$ cat src/rtl/zet_front_fifo_wn2b.sv
// Wide-to-byte instruction prefetch FIFO: IN_W-bit words in, one byte out per pop, MSB byte first.
// Optional lookahead port (do8_nxt / next2_i) is enabled by defining ZET_FRONT_FIFO_PEEK_EN.
module zet_front_fifo_wn2b #(
  parameter int IN_W      = 16,
  parameter int DEPTH     = 8,
  parameter int BURST_LEN = 4
) (
  input  logic                         clk_i,
  input  logic                         rst_ni,
  input  logic                         flush_i,
  input  logic [$clog2(IN_W/8)-1:0]    skip_i,
  input  logic                         stb_i,
  input  logic [IN_W-1:0]              di,
  output logic                         full_o,
  output logic                         can_burst_o,
  output logic                         ovf_o,
  output logic                         do8_valid,
  output logic [7:0]                   do8,
`ifdef ZET_FRONT_FIFO_PEEK_EN
  output logic [7:0]                   do8_nxt,
  output logic                         do8_nxt_valid,
  input  logic                         next2_i,
`endif
  input  logic                         next_i
);

  localparam int BYTES = IN_W / 8;
  localparam int CAP   = DEPTH * BYTES;
  localparam int PW    = $clog2(DEPTH);
  localparam int SW    = $clog2(BYTES);
  localparam int LW    = $clog2(CAP) + 1;

  logic [IN_W-1:0] mem [DEPTH];

  // The byte-granular consume pointer is kept as {word, byte-in-word} so that
  // non-power-of-two word widths (e.g. 24 bits) still wrap correctly.
  logic [PW-1:0] produce;
  logic [PW-1:0] c_word;
  logic [SW-1:0] c_byte;
  logic [SW-1:0] skip_pend;
  logic [LW-1:0] level;
  logic          ovf_q;

  logic [LW-1:0]    free_b;
  logic [LW-1:0]    level_nxt;
  logic [PW+SW-1:0] pos1;
  logic             wr_acc;
  logic             pop1;
  logic [1:0]       pop_cnt;

  function automatic logic [7:0] pick(input logic [IN_W-1:0] w, input logic [SW-1:0] b);
    pick = w[IN_W-8-8*int'(b) +: 8];
  endfunction

  function automatic logic [PW+SW-1:0] bump(input logic [PW-1:0] w, input logic [SW-1:0] b);
    if (b == SW'(BYTES-1)) bump = {w + PW'(1), SW'(0)};
    else                   bump = {w, b + SW'(1)};
  endfunction

  assign free_b      = LW'(CAP) - level;
  assign full_o      = free_b < LW'(BYTES);
  assign can_burst_o = free_b >= LW'(BURST_LEN * BYTES);
  assign do8_valid   = level != '0;
  assign ovf_o       = ovf_q;
  assign do8         = pick(mem[c_word], c_byte);
  assign pos1        = bump(c_word, c_byte);

  // Space is judged on the pre-edge level, so a same-cycle pop never makes room for a write.
  assign wr_acc = stb_i && !full_o && !flush_i;

`ifdef ZET_FRONT_FIFO_PEEK_EN
  logic [PW+SW-1:0] pos2;
  logic             pop2;

  assign pos2          = bump(pos1[PW+SW-1:SW], pos1[SW-1:0]);
  assign do8_nxt       = pick(mem[pos1[PW+SW-1:SW]], pos1[SW-1:0]);
  assign do8_nxt_valid = level >= LW'(2);
  assign pop2          = next2_i && do8_nxt_valid && !flush_i;
  assign pop1          = next_i && !next2_i && do8_valid && !flush_i;
`else
  assign pop1          = next_i && do8_valid && !flush_i;
`endif

  always_comb begin
    // NOTE: every always_comb output gets a default first so no path can infer a latch.
    pop_cnt = 2'd0;
    if (pop1) pop_cnt = 2'd1;
`ifdef ZET_FRONT_FIFO_PEEK_EN
    if (pop2) pop_cnt = 2'd2;
`endif
    level_nxt = level - LW'(pop_cnt);
    if (wr_acc) level_nxt = level_nxt + LW'(BYTES) - LW'(skip_pend);
  end

  // NOTE: word storage has no reset; only pointers and level define what is valid,
  // which lets the array map onto LUT RAM.
  always_ff @(posedge clk_i) begin
    if (wr_acc) mem[produce] <= di;
  end

  // NOTE: sequential state uses non-blocking assignments so every register samples pre-edge values.
  always_ff @(posedge clk_i or negedge rst_ni) begin
    if (!rst_ni) begin
      produce   <= '0;
      c_word    <= '0;
      c_byte    <= '0;
      skip_pend <= '0;
      level     <= '0;
      ovf_q     <= 1'b0;
    end else if (flush_i) begin
      produce   <= '0;
      c_word    <= '0;
      c_byte    <= skip_i;
      skip_pend <= skip_i;
      level     <= '0;
      ovf_q     <= 1'b0;
    end else begin
      level <= level_nxt;
      if (wr_acc) begin
        produce   <= produce + PW'(1);
        skip_pend <= '0;
      end
      if (stb_i && full_o) ovf_q <= 1'b1;
      if (pop1) {c_word, c_byte} <= pos1;
`ifdef ZET_FRONT_FIFO_PEEK_EN
      if (pop2) {c_word, c_byte} <= pos2;
`endif
    end
  end

endmodule

$ cat config.mk
export PLATFORM = sky130hd
export DESIGN_NAME = zet_front_fifo_wn2b
export DESIGN_NICKNAME = d
export VERILOG_FILES = /design/src/rtl/zet_front_fifo_wn2b.sv
export SDC_FILE = /design/constraint.sdc
export NUM_CORES = 1
export LEC_CHECK = 0
export BUFFER_PORTS_ARGS = -buffer_cell sky130_fd_sc_hd__buf_2
export CORE_MARGIN = 2
export CORE_UTILIZATION = 64
export DETAILED_ROUTE_END_ITERATION = 6
export GPL_TIMING_DRIVEN = 0
export PLACE_DENSITY = 0.87
export SLEW_MARGIN = 20
export SYNTH_ARGS = -nofsm -noshare
export SYNTH_HDL_FRONTEND = slang
export SYNTH_SLANG_ARGS = --single-unit
$ cat constraint.sdc
create_clock -name clk_i -period 10.4 [get_ports clk_i]
set_input_delay 0 -clock clk_i [delete_from_list [all_inputs] [get_ports clk_i]]
set_output_delay 0 -clock clk_i [all_outputs]
set_load 0.01 [all_outputs]
---- Word level (Yosys, flattened, before mapping) ----
Memories as Yosys holds them, arrays and structs flattened.
Index checks and enable logic that the tools add are counted.
storage, ports and cells
  flip-flop bits (word level) ............. 14
  bits in writable memories ............... 128
  input port bits ......................... 22
  word-level logic and storage cells ...... 47
  memories kept ........................... 1
memory list
  name  depth  bits a word  rd ports  clocked after Yosys merged registers in  wr ports  line  RTL
  mem   8      16           1         0                                        1         33    logic [IN_W-1:0] mem [DEPTH];
operators by class
  add/sub/neg operators ................... 8
  order comparisons ....................... 2
  shifts and indexed selects .............. 1
  mux-type cells .......................... 16
  reductions and logical operators ........ 13
operator list
  cell                   count
  $shiftx A16 B5 Y8      1
  $mux W3                4
  $mux W5                2
  $mux W1                9
  $reduce_bool A2 Y1     4
  $add A3 B1 Y3 const B  2
  $add A5 B2 Y5 const B  1
  $ge A5 B4 Y1 const B   1
  $logic_and A1 B1 Y1    5
  $lt A5 B2 Y1 const B   1
  $reduce_bool A5 Y1     1
  $sub A4 B4 Y5 const A  1
  $sub A5 B1 Y5          1
  $sub A5 B2 Y5          1
  $sub A5 B5 Y5 const A  1
  $mux W4                1
  $logic_not A1 Y1       2
  $reduce_and A2 Y1      1
  $add A1 B1 Y1 const B  1

---- Depth between registers and ports, before layout ----
Gate-level depths: netlist of run 1.
  word-level depth ........................ 9
  gate-level depth with buffers ........... 14
  depth with buffers taken out ............ 14

---- Worst setup path before layout of run 1 ----
No wires, ideal clock.
  kind .................................... reg-to-reg
  start point ............................. register level[1]
  end point ............................... memory mem[1][0], enable pin
  library setup time ...................... 430 ps
  arrival time ............................ 3113 ps
  slack ................................... 6857 ps
  stages on the path, launching flop included .. 9
  cell sequence ........................... dfrtp_1 -> inv_1 -> ha_1 -> nor3b_1 -> ha_1 -> o2111ai_2 -> buf_2 -> nand2_1 -> nor4_1
between the ends
  word-level cells in the longest chain between the ends .. 7
RTL lines
  element                            line  RTL
  start: declaration                 41    logic [LW-1:0] level;
  start signal: assignment           118   level <= level_nxt;
  $sub A5 B5 Y5                      60    assign free_b = LW'(CAP) - level;
  $lt A5 B2 Y1                       61    assign full_o = free_b < LW'(BYTES);
  $logic_not A1 Y1                   69    assign wr_acc = stb_i && !full_o && !flush_i;
  $logic_and A1 B1 Y1 (2 in series)  69
  $mux W1                            98    if (wr_acc) mem[produce] <= di;
  $mux W1 (not written as such)      98
  end: declaration                   33
No other way between the ends.

---- Worst setup path after layout of run 1 ----
  start point ............................. register level[1]
  end point ............................... memory mem[5][11], enable pin
The elaborated chain is that of the path after synthesis.

==> results.yml, run 1 <==
status:
  run_status: "finished clean"
placed_design:
  post-place-ws_ns: 7.22
  placed_instances: 441
  hpwl_mm: 7.39
  routabilityCongestion: 0.789
  portBuffers: 33
  placedInstanceArea_mm2: 0.00620
floorplanning:
  core_region_area_mm2: 0.00872
  die_w_um: 98.7
  io_pins: 34
  fp.dieH_um: 98.7
  floorplan.initialDensity_pct: 65.8
  placementRows: 34
  dieArea_mm2: 0.00974
detailed_routing:
  detail_route.drc_violations: 0
  first_iter_violations: 427
  route.vias.total: 3261
  post_drt_via_cell_ratio: 6.56
  drt-total-wl_mm: 13.0
  antenna_left: 0
  drt-wirelength-per-cell_um: 26.1
  detailedRoute.firstPassIterationCount: 6
power:
  p_int_mw: 1.17
  clock_share_of_power_pct: 34.2
  leakage_nw: 2.41
  fin_total_pwr_mw: 1.65
  power.switching_fraction_pct: 29.1
  p_comb_share_pct: 24.4
  peakVddDrop_mv: 0.199
  cellPowerDensity_mw_per_mm2: 236
  switching_power_mw: 0.481
  power.share.sequential_pct: 41.5
sta:
  finalCritPeriodShare_pct: 30.9
  max_freq_mhz: 311
  hold_slack_ns: 0.277
  setup_repair_after_global_routing_missed_its_margin: "no"
  slew_headroom_pct: 36.8
  worst_slew_pin_slew_ns: 0.948
  finalSetupViolCount: 0
  hold_violations: 0
  slew_violations: 0
  clock_skew_ns: 0.0144
  post-route-min-period_ns: 3.21
  totalNegativeSetupSlack_ns: 0
  worst_slack_ns: 7.19
clock_tree:
  cts_root_buf: "sky130_fd_sc_hd__clkbuf_8"
  clock_sink_total: 142
  clk_latency_ns: 0.53
  clkSlewWorstSetupHoldPaths_ns: 0.07
  cts_htree_levels: 4
  clock_tree.buffer_depth: 2
  number_of_clock_buffers_inserted_by_tritoncts: 17
  tritoncts_clock_tree: "done"
synthesis:
  synth.distinct_cells: 31
  synth_sequential_area_ratio_pct: 73.1
  ys_ff_latch: 142
  synthCells: 286
  ys.warnings.count: 0
  netlist_area_mm2: 0.00574
  synth.avg_cell_area_um2: 20.1
  syn-num-nets: 318
worst_setup_path:
  start_kind: "flop"
  cp.buffers_inverters: 4
  cp_slowest_stage_delay_ns: 0.68
  critical_path_peak_fanout: 10
  worst_ep_arrival_time_ns: 3.45
  crit_chain: "inv_1 -> ha_1 -> nor3b_1 -> ha_1 -> o2111ai_2 -> buf_2 -> nand3_1 -> nor3_2 -> buf_6 -> buf_4"
  reg2reg_setup_slack_ns: 7.19
  crit_slowest_cell: "sky130_fd_sc_hd__nor3_2"
  regToRegStartpoint: "level[1]"
  cp_num_cells: 10
  cp_common_cell: "sky130_fd_sc_hd__ha_1"
  r2r-end: "mem[5][11]"
  worst-r2r-cell-count: 10
  capture_point_of_the_critical_path: "mem[5][11]"
  critical_path.top_delay_family: "simple AND/OR/NAND/NOR gates"
  critical_path.endpoint_type: "flop"
  worst_ep_required_time_ns: 10.64
  timing.setup.critical_path_class: "flop to flop"
  cp-startpoint: "level[1]"
finish:
  antenna-diode-count: 0
  syn2layout_area_growth_pct: 22.0
  post_route_cells_drive_above_1_share_pct: 34.4
  area_taken_by_multi_input_logic_gates_mm2: 0.00146
  area_used_by_sequential_logic_in_the_layout_mm2: 0.00419
  n_fill_cell: 388
  final_util_pct: 80.3
  finalInstanceArea_mm2: 0.00700
  nets: 408
  layoutNonFillerInstCount: 497
global_route:
  grt_max_degree: 17
  total_overflow_reported_by_the_global_router: 0
  first_global_vias: 3449
  wire_length_of_the_first_global_routing_pass_mm: 19.9
  antenna_found_initial: 0
  track_usage_pct: 28.8
worst_hold_path:
  min-delay-path-class: "primary input to flop"
  holdCritStartpoint: "di[0]"
job:
  drv.max_cap_violation_count: 0
## state kept, by name, summed over array words and instances, names as in the netlist
register   flops
level          5
skip_pend      1
c_byte         1
ovf_o          1
mem          128
c_word         3
produce        3
## cell usage after synthesis
cell type | n | share of area [%]
sky130_fd_sc_hd__a211oi_1 | 2 | 0.26
sky130_fd_sc_hd__a21oi_1 | 8 | 0.70
sky130_fd_sc_hd__a31o_2 | 1 | 0.15
sky130_fd_sc_hd__and2_1 | 1 | 0.11
sky130_fd_sc_hd__and3_1 | 2 | 0.22
sky130_fd_sc_hd__buf_2 | 2 | 0.17
sky130_fd_sc_hd__buf_4 | 3 | 0.39
sky130_fd_sc_hd__buf_6 | 1 | 0.20
sky130_fd_sc_hd__clkbuf_1 | 8 | 0.52
sky130_fd_sc_hd__dfrtp_1 | 14 | 6.1
sky130_fd_sc_hd__edfxtp_1 | 128 | 67
sky130_fd_sc_hd__ha_1 | 10 | 2.2
sky130_fd_sc_hd__inv_1 | 11 | 0.72
sky130_fd_sc_hd__inv_2 | 1 | 0.065
sky130_fd_sc_hd__mux4_2 | 40 | 16
sky130_fd_sc_hd__nand2_1 | 6 | 0.39
sky130_fd_sc_hd__nand3_1 | 8 | 0.70
sky130_fd_sc_hd__nand4_1 | 1 | 0.11
sky130_fd_sc_hd__nor2_1 | 8 | 0.52
sky130_fd_sc_hd__nor2b_1 | 1 | 0.11
sky130_fd_sc_hd__nor3_1 | 4 | 0.35
sky130_fd_sc_hd__nor3b_1 | 3 | 0.39
sky130_fd_sc_hd__nor4_1 | 2 | 0.22
sky130_fd_sc_hd__o2111ai_2 | 1 | 0.26
sky130_fd_sc_hd__o21ai_0 | 8 | 0.70
sky130_fd_sc_hd__o31a_1 | 1 | 0.15
sky130_fd_sc_hd__o31ai_1 | 1 | 0.13
sky130_fd_sc_hd__or3_1 | 1 | 0.11
sky130_fd_sc_hd__or4_1 | 1 | 0.13
sky130_fd_sc_hd__xnor2_1 | 3 | 0.46
sky130_fd_sc_hd__xor2_1 | 5 | 0.76
## final cells by class
type | count | share of cell area (%)
Clock inverter | 14 | 1.95
Sequential cell | 142 | 59.9
Tap cell | 108 | 1.93
Inverter | 12 | 0.644
Timing Repair Buffer | 71 | 7.70
Multi-Input combinational cell | 118 | 20.8
Buffer | 14 | 1.05
Clock buffer | 18 | 5.97
## how the worst min path moves through the flow
stage	end	slack, ns	cells past startpoint
after floorplan	c_byte	-0.30	0
after global placement	level[4]	-0.09	1
after detailed placement	level[3]	-0.08	1
after CTS	mem[2][4]	0.28	2
after global routing	mem[0][3]	0.30	2
final	mem[6][0]	0.28	2
## power by group through the flow
| stage | Sequential [mW] | Combinational (mW) | Clock [mW] |
|---|---|---|---|
| after detailed placement | 0.696 | 0.385 | 0 |
| after CTS | 0.685 | 0.398 | 0.565 |
| after global routing | 0.689 | 0.436 | 0.590 |
| after global placement | 0.693 | 0.358 | 0 |
| final | 0.686 | 0.403 | 0.565 |
| after floorplan | 0.690 | 0.272 | 0 |
## cells by family (layout without fill, tap and decap cells)
family | count (synthesis) | after routing | share of synthesized area [%]
AO/OA/AOI/OAI | 22 | 22 | 2.36
XOR/XNOR | 8 | 8 | 1.22
adder cells (fa/ha/maj) | 10 | 10 | 2.18
buffers and inverters | 26 | 129 | 2.07
flip-flops | 142 | 142 | 73.1
multiplexers | 40 | 40 | 15.7
AND/OR/NAND/NOR | 38 | 38 | 3.36
## repair_timing
action,4_1_cts,5_1_grt
endpoints found under the hold margin,150,0
resized for setup,0,0
hold buffers,24,0
setup buffers,0,0
setup endpoints to repair,0,0
## placed cells by master, fill, tap and decap left out, types with 2 or more instances in the layout
cell,instances
sky130_fd_sc_hd__mux4_2,40
sky130_fd_sc_hd__nor2_1,5
sky130_fd_sc_hd__xor2_1,5
sky130_fd_sc_hd__clkinvlp_4,4
sky130_fd_sc_hd__clkbuf_16,16
sky130_fd_sc_hd__inv_1,11
sky130_fd_sc_hd__nand3_1,8
sky130_fd_sc_hd__buf_6,4
sky130_fd_sc_hd__nor3b_1,3
sky130_fd_sc_hd__buf_2,37
sky130_fd_sc_hd__clkinv_4,3
sky130_fd_sc_hd__a211oi_1,2
sky130_fd_sc_hd__buf_8,3
sky130_fd_sc_hd__nor2_2,3
sky130_fd_sc_hd__nand2_1,6
sky130_fd_sc_hd__o21ai_0,8
sky130_fd_sc_hd__edfxtp_1,128
sky130_fd_sc_hd__buf_4,9
sky130_fd_sc_hd__and3_1,2
sky130_fd_sc_hd__nor3_2,4
sky130_fd_sc_hd__a21oi_1,8
sky130_fd_sc_hd__clkbuf_1,9
sky130_fd_sc_hd__xnor2_1,3
sky130_fd_sc_hd__ha_1,10
sky130_fd_sc_hd__dfrtp_1,14
sky130_fd_sc_hd__dlygate4sd3_1,24
sky130_fd_sc_hd__inv_6,4
## routing by layer
metal	share of wire (%)	vias to the layer above	track usage, %
met1	37	1647	37.7
met4	4.5	0	12.1
met3	8.5	52	7.30
li1	-	1349	-
met5	0	-	0
met2	50	213	46.9
Power figures use the tool's default switching activity.
==> run 2: changes to the inputs <==
- CORE_UTILIZATION: 64 -> 54
- PLACE_DENSITY: 0.87 -> 0.79
- clock period: 10.4 -> 2.6 ns (I/O delays scaled with it)
==> run 2 against run 1 <==
Net effect: cell area grew 4.3%; worst setup slack worse by 7.3 ns; die area is 18% higher; critical path depth rose by 3; register-to-register slack got worse by 7.3 ns; final cell count increased by 8.2%; first-iteration DRC count fell by 20%; clock power rose to 3.8 times the previous value; via count is 0.31% higher; largest cell class unchanged; critical path type unchanged; the flow now finishes with violations (negative setup slack); clock skew shrank 0.0076 ns; total power grew to 4.1 times the previous value; combinational power grew to 4.9 times the previous value.
==> results.yml, run 2 (synthesis results as in run 1) <==
global_route:
  wire_length_of_the_first_global_routing_pass_mm: 19.5
  first_global_vias: 3447
  met2_usage_pct: 41.2
  gr-max-usage-layer: "met2"
  grt_use_met1_pct: 29.8
  global_route.usage.met3_pct: 6.99
  track_usage_pct: 24.6
  total_overflow_reported_by_the_global_router: 0
  grt_max_degree: 17
  antenna_found_initial: 0
detailed_routing:
  antenna_left: 0
  first_iter_violations: 343
  drt-total-wl_mm: 13.2
  drt-wirelength-per-cell_um: 24.6
  detailedRoute.firstPassIterationCount: 5
  post_drt_via_cell_ratio: 6.08
  detail_route.drc_violations: 0
  route.vias.total: 3271
finish:
  largest_register_ffs: 128
  nets: 422
  final_common_cell: "sky130_fd_sc_hd__edfxtp_1"
  post_route_cells_drive_above_1_share_pct: 41.3
  layout.cells.most_common_list: "128 x sky130_fd_sc_hd__edfxtp_1, 40 x sky130_fd_sc_hd__mux4_2, 33 x sky130_fd_sc_hd__buf_2, 25 x sky130_fd_sc_hd__dlygate4sd3_1, 20 x sky130_fd_sc_hd__buf_4"
  top_regs: "mem x128, level x5"
  area_taken_by_multi_input_logic_gates_mm2: 0.00157
  register_ranked_first_by_flip_flop_count: "mem"
  syn2layout_area_growth_pct: 27.3
  antenna-diode-count: 0
  area_used_by_sequential_logic_in_the_layout_mm2: 0.00419
  n_fill_cell: 598
power:
  fin_total_pwr_mw: 6.85
  leakage_nw: 2.51
  cellPowerDensity_mw_per_mm2: 938
  peakVddDrop_mv: 0.715
sta:
  worst_slew_pin_slew_ns: 0.970
  slew_headroom_pct: 35.3
  finalCritPeriodShare_pct: 103
  max_freq_mhz: 374
  setup_repair_after_global_routing_missed_its_margin: "yes"
  finalSetupViolCount: 2
  post-route-min-period_ns: 2.67
  worst_slack_ns: -0.0704
  clock_skew_ns: 0.00678
  slew_violations: 0
  totalNegativeSetupSlack_ns: -0.108
  hold_violations: 0
floorplanning:
  core_region_area_mm2: 0.0103
  floorplan.initialDensity_pct: 55.6
  placementRows: 37
  dieArea_mm2: 0.0115
  io_pins: 34
  die_w_um: 107
  fp.dieH_um: 107
worst_setup_path:
  worst_ep_arrival_time_ns: 3.11
  cp_common_cell: "sky130_fd_sc_hd__ha_2"
  crit_slowest_cell: "sky130_fd_sc_hd__dfrtp_1"
  cp_slowest_stage_delay_ns: 0.40
  crit_chain: "inv_2 -> ha_2 -> nor3b_2 -> ha_2 -> nor2b_4 -> and2_4 -> ha_2 -> ha_2 -> xor2_2 -> ha_1 -> and3_1 -> a31o_2 -> a21oi_1"
  start_kind: "flop"
  worst_ep_required_time_ns: 3.04
  timing.setup.critical_path_class: "flop to flop"
  critical_path.endpoint_type: "flop"
  critical_path_peak_fanout: 3
status:
  violations_in_the_final_reports: "negative setup slack"
  run_status: "complete, but fails checks"
clock_tree:
  clock_sink_total: 142
  number_of_clock_buffers_inserted_by_tritoncts: 17
  cts_htree_levels: 4
  tritoncts_clock_tree: "done"
  clk_latency_ns: 0.53
  clkSlewWorstSetupHoldPaths_ns: 0.06
  clock_tree.buffer_depth: 2
  cts_root_buf: "sky130_fd_sc_hd__clkbuf_8"
worst_hold_path:
  min-delay-path-class: "primary input to flop"
placed_design:
  portBuffers: 33
  hpwl_mm: 7.08
  routabilityCongestion: 0.776
job:
  drv.max_cap_violation_count: 0
## run 2: cell count changes in the layout (fill, tap and decap cells not counted), moves of 4 or more
cell                       delta
sky130_fd_sc_hd__buf_12       +4
sky130_fd_sc_hd__buf_2        -4
sky130_fd_sc_hd__nor3_4       +4
sky130_fd_sc_hd__nor3_2       -4
sky130_fd_sc_hd__buf_6        +4
sky130_fd_sc_hd__ha_1         -6
sky130_fd_sc_hd__buf_4       +11
sky130_fd_sc_hd__ha_2         +5
sky130_fd_sc_hd__inv_2        +4
sky130_fd_sc_hd__clkinv_2     +4
sky130_fd_sc_hd__inv_1        -4
## run 2: metrics by stage
stage,setup WS [ns],instance area [um2],hold WS (ns),std cells,util (%)
after CTS,0.000803,7220,0.256,533,70.0
after floorplan,-0.488,5760,-0.296,286,-
after global routing,-0.131,7300,0.290,538,70.7
after global placement,-1.61,6100,-0.0913,455,59.1
final,-0.0704,7300,0.276,538,70.7
after detailed placement,-0.483,6200,-0.0793,463,60.0
## run 2: per-layer routing
metal / vias to the layer above / wire length [um]
met5: - / 0
met4: 0 / 318
met3: 23 / 1110
met2: 190 / 6930
met1: 1676 / 4870
li1: 1382 / -
## run 2: layout make-up
class / instances / area share (%)
timing repair buffer: 86 / 9.34
multi-input combinational: 118 / 21.5
clock buffer: 20 / 5.82
clock inverter: 11 / 1.28
inverter: 12 / 0.617
buffer: 13 / 1.66
tap: 136 / 2.33
sequential: 142 / 57.4
## run 2: path summary, 6_finish.rpt
| kind | endpoint | cells past startpoint | slack [ns] | startpoint |
|---|---|---|---|---|
| max | level[4] | 13 | -0.07 | level[0] |
| min | mem[6][2] | 2 | 0.28 | di[2] |
| max reg2reg | level[4] | 13 | -0.07 | level[0] |
| min reg2reg | ovf_o | 2 | 0.50 | ovf_o |
| max in group asynchronous | skip_pend | 3 | 1.54 | rst_ni |
| min in group asynchronous | level[2] | 3 | 0.59 | rst_ni |
## run 2: timing repair
item	in CTS	in global routing
hold buffers	25	0
pin swaps	12	5
gates resized for setup	32	11
setup endpoints to repair	123	34
buffers inserted	14	6
cloned	0	0
endpoints found under the hold margin	152	0
## run 2: where the power goes
group | switching (mW) | total (mW) | leakage (nW) | internal, mW
logic | 1.00 | 1.96 | 0.919 | 0.955
registers | 0.0966 | 2.75 | 1.34 | 2.66
clock network | 0.887 | 2.14 | 0.249 | 1.26
## run 2: critical path, delay by kind of cell, from the launching register on
kind,cells,cell delay [ns]
adder cells (fa/ha/maj),5,0.95
AND/OR/NAND/NOR,4,0.56
AO/OA/AOI/OAI,2,0.41
flip-flops,1,0.40
XOR/XNOR,1,0.17
buffers and inverters,1,0.08
==> run 3: changes to the inputs <==
- REMOVE_ABC_BUFFERS: unset -> 1
==> run 3 against run 2 <==
Net effect: the run still ends with negative setup slack left; worst setup slack got worse by 0.017 ns; combinational power grew 6%; hold slack gained 0.014 ns; largest cell class unchanged; largest power group unchanged.
==> results.yml, run 3 (synthesis results as in run 1) <==
finish:
  final_common_cell: "sky130_fd_sc_hd__edfxtp_1"
  post_route_cells_drive_above_1_share_pct: 42.0
  top_regs: "mem x128, level x5"
  nets: 406
  antenna-diode-count: 0
  area_used_by_sequential_logic_in_the_layout_mm2: 0.00420
  syn2layout_area_growth_pct: 28.2
  layout.cells.most_common_list: "128 x sky130_fd_sc_hd__edfxtp_1, 40 x sky130_fd_sc_hd__mux4_2, 35 x sky130_fd_sc_hd__buf_2, 24 x sky130_fd_sc_hd__dlygate4sd3_1, 16 x sky130_fd_sc_hd__clkbuf_16"
  area_taken_by_multi_input_logic_gates_mm2: 0.00166
  final_util_pct: 71.3
  largest_register_ffs: 128
  register_ranked_first_by_flip_flop_count: "mem"
  n_fill_cell: 591
clock_tree:
  cts_htree_levels: 4
  cts_root_buf: "sky130_fd_sc_hd__clkbuf_8"
  number_of_clock_buffers_inserted_by_tritoncts: 17
  clock_sink_total: 142
  clk_latency_ns: 0.51
  clkSlewWorstSetupHoldPaths_ns: 0.06
  clock_tree.buffer_depth: 2
  tritoncts_clock_tree: "done"
floorplanning:
  die_w_um: 107
  core_region_area_mm2: 0.0103
  io_pins: 34
  floorplan.initialDensity_pct: 55.6
  placementRows: 37
  dieArea_mm2: 0.0115
  fp.dieH_um: 107
global_route:
  antenna_found_initial: 0
  grt_max_degree: 20
  wire_length_of_the_first_global_routing_pass_mm: 18.8
  total_overflow_reported_by_the_global_router: 0
  track_usage_pct: 23.3
  first_global_vias: 3342
placed_design:
  portBuffers: 33
  routabilityCongestion: 0.744
  hpwl_mm: 6.90
  post-place-ws_ns: -0.477
status:
  run_status: "complete, but fails checks"
  violations_in_the_final_reports: "negative setup slack"
sta:
  hold_violations: 0
  slew_violations: 0
  worst_slack_ns: -0.0879
  setup_repair_after_global_routing_missed_its_margin: "yes"
  finalSetupViolCount: 3
  slew_headroom_pct: 51.8
  finalCritPeriodShare_pct: 103
  post-route-min-period_ns: 2.69
  clock_skew_ns: 0.0143
  worst_slew_pin_slew_ns: 0.722
  max_freq_mhz: 372
worst_setup_path:
  critical_path.endpoint_type: "flop"
  critical_path_peak_fanout: 4
  timing.setup.critical_path_class: "flop to flop"
  regToRegStartpoint: "level[1]"
  worst-r2r-cell-count: 14
  cp_common_cell: "sky130_fd_sc_hd__ha_4"
  crit_slowest_cell: "sky130_fd_sc_hd__dfrtp_1"
  start_kind: "flop"
  r2r-end: "level[3]"
  reg2reg_setup_slack_ns: -0.09
  worst_ep_required_time_ns: 3.02
  crit_chain: "inv_2 -> ha_4 -> nor3b_4 -> ha_4 -> nor2b_4 -> and2_4 -> ha_4 -> ha_2 -> inv_1 -> ha_1 -> inv_1 -> ha_1 -> xnor2_1 -> a211oi_2"
  worst_ep_arrival_time_ns: 3.11
  cp_slowest_stage_delay_ns: 0.42
detailed_routing:
  route.vias.total: 3225
  drt-wirelength-per-cell_um: 24.9
  first_iter_violations: 255
  post_drt_via_cell_ratio: 6.18
  detailedRoute.firstPassIterationCount: 5
  drt-total-wl_mm: 13.0
  antenna_left: 0
  detail_route.drc_violations: 0
worst_hold_path:
  holdCritStartpoint: "di[5]"
  worst_hold_path.num_cells: 2
  min-delay-path-class: "primary input to flop"
  min_delay_endpoint: "mem[2][5]"
power:
  power.share.sequential_pct: 38.4
  peakVddDrop_mv: 0.674
  fin_total_pwr_mw: 7.36
  power.switching_fraction_pct: 29.1
  switching_power_mw: 2.14
  cellPowerDensity_mw_per_mm2: 1000
  clock_share_of_power_pct: 33.5
  p_int_mw: 5.21
  p_comb_share_pct: 28.1
  leakage_nw: 2.49
job:
  drv.max_cap_violation_count: 0
==> run 3: cell types whose count changed in the layout (fill, tap and decap cells not counted), sizes merged <==
| cell | previous run | this run |
|---|---|---|
| buf | 67 | 58 |
| bufinv | 1 | 4 |
| clkbuf | 27 | 17 |
| clkinv | 5 | 8 |
| clkinvlp | 3 | 1 |
| dlygate4sd3 | 25 | 24 |
| inv | 14 | 13 |
| o2111ai | 1 | 2 |
==> run 3: critical path, delay by kind of cell, from the launching register on <==
kind / cells / cell delay, ns
adder cells (fa/ha/maj): 6 / 1.10
AND/OR/NAND/NOR: 3 / 0.45
flip-flops: 1 / 0.42
AO/OA/AOI/OAI: 1 / 0.24
buffers and inverters: 3 / 0.23
XOR/XNOR: 1 / 0.14
==> run 3: final cells by class <==
cell class	count	share of cell area (%)
sequential	142	57.1
multi-input combinational	119	22.5
timing repair buffer	82	9.22
clock buffer	17	5.63
clock inverter	14	2.64
tap	136	2.31
inverter	12	0.612
==> run 3: per-stage QoR <==
step           std cells  hold WS [ns]  TNS (ns)  instance area (um2)
6_report             522         0.291    -0.155                 7360
4_1_cts              517         0.267   -0.0326                 7230
3_3_place_gp         441       -0.0905   -175.42                 6000
5_1_grt              522         0.293     -1.28                 7360
2_1_floorplan        272        -0.296    -40.72                 5660
3_5_place_dp         456       -0.0773    -16.84                 6210
==> run 3: how the worst max path moves through the flow <==
stage,start,to,slack (ns),depth (start not counted)
after floorplan,level[1],mem[1][0],-0.87,7
after global placement,level[1],mem[1][12],-2.32,7
after detailed placement,level[1],level[3],-0.48,12
after CTS,level[1],level[3],-0.02,14
after global routing,level[0],level[3],-0.14,14
final,level[1],level[3],-0.09,14
==> run 3: repair_timing <==
item / 4_1_cts / 5_1_grt
endpoints found under the hold margin: 156 / 0
pin swaps: 4 / 6
endpoints found under the setup margin: 127 / 71
buffers inserted: 6 / 4
gates resized for setup: 21 / 15
hold buffers: 24 / 0
gates cloned: 0 / 1
==> run 3: power groups by stage <==
stage	combinational [mW]	clock [mW]	sequential, mW
finish	2.07	2.46	2.83
floorplan	0.919	0	2.87
detailed placement	1.31	0	2.94
global route	2.20	2.57	2.84
global placement	1.21	0	2.94
CTS	1.68	2.49	2.80
==> run 3: layer usage <==
metal  GRT usage [%]  vias to the layer above  part of all wire, %
met5               0                        -                    0
met4            8.81                        0                  2.3
met3            6.38                       25                  6.7
met2            39.2                      166                   54
met1            29.0                     1687                   37
li1                -                     1347                    -
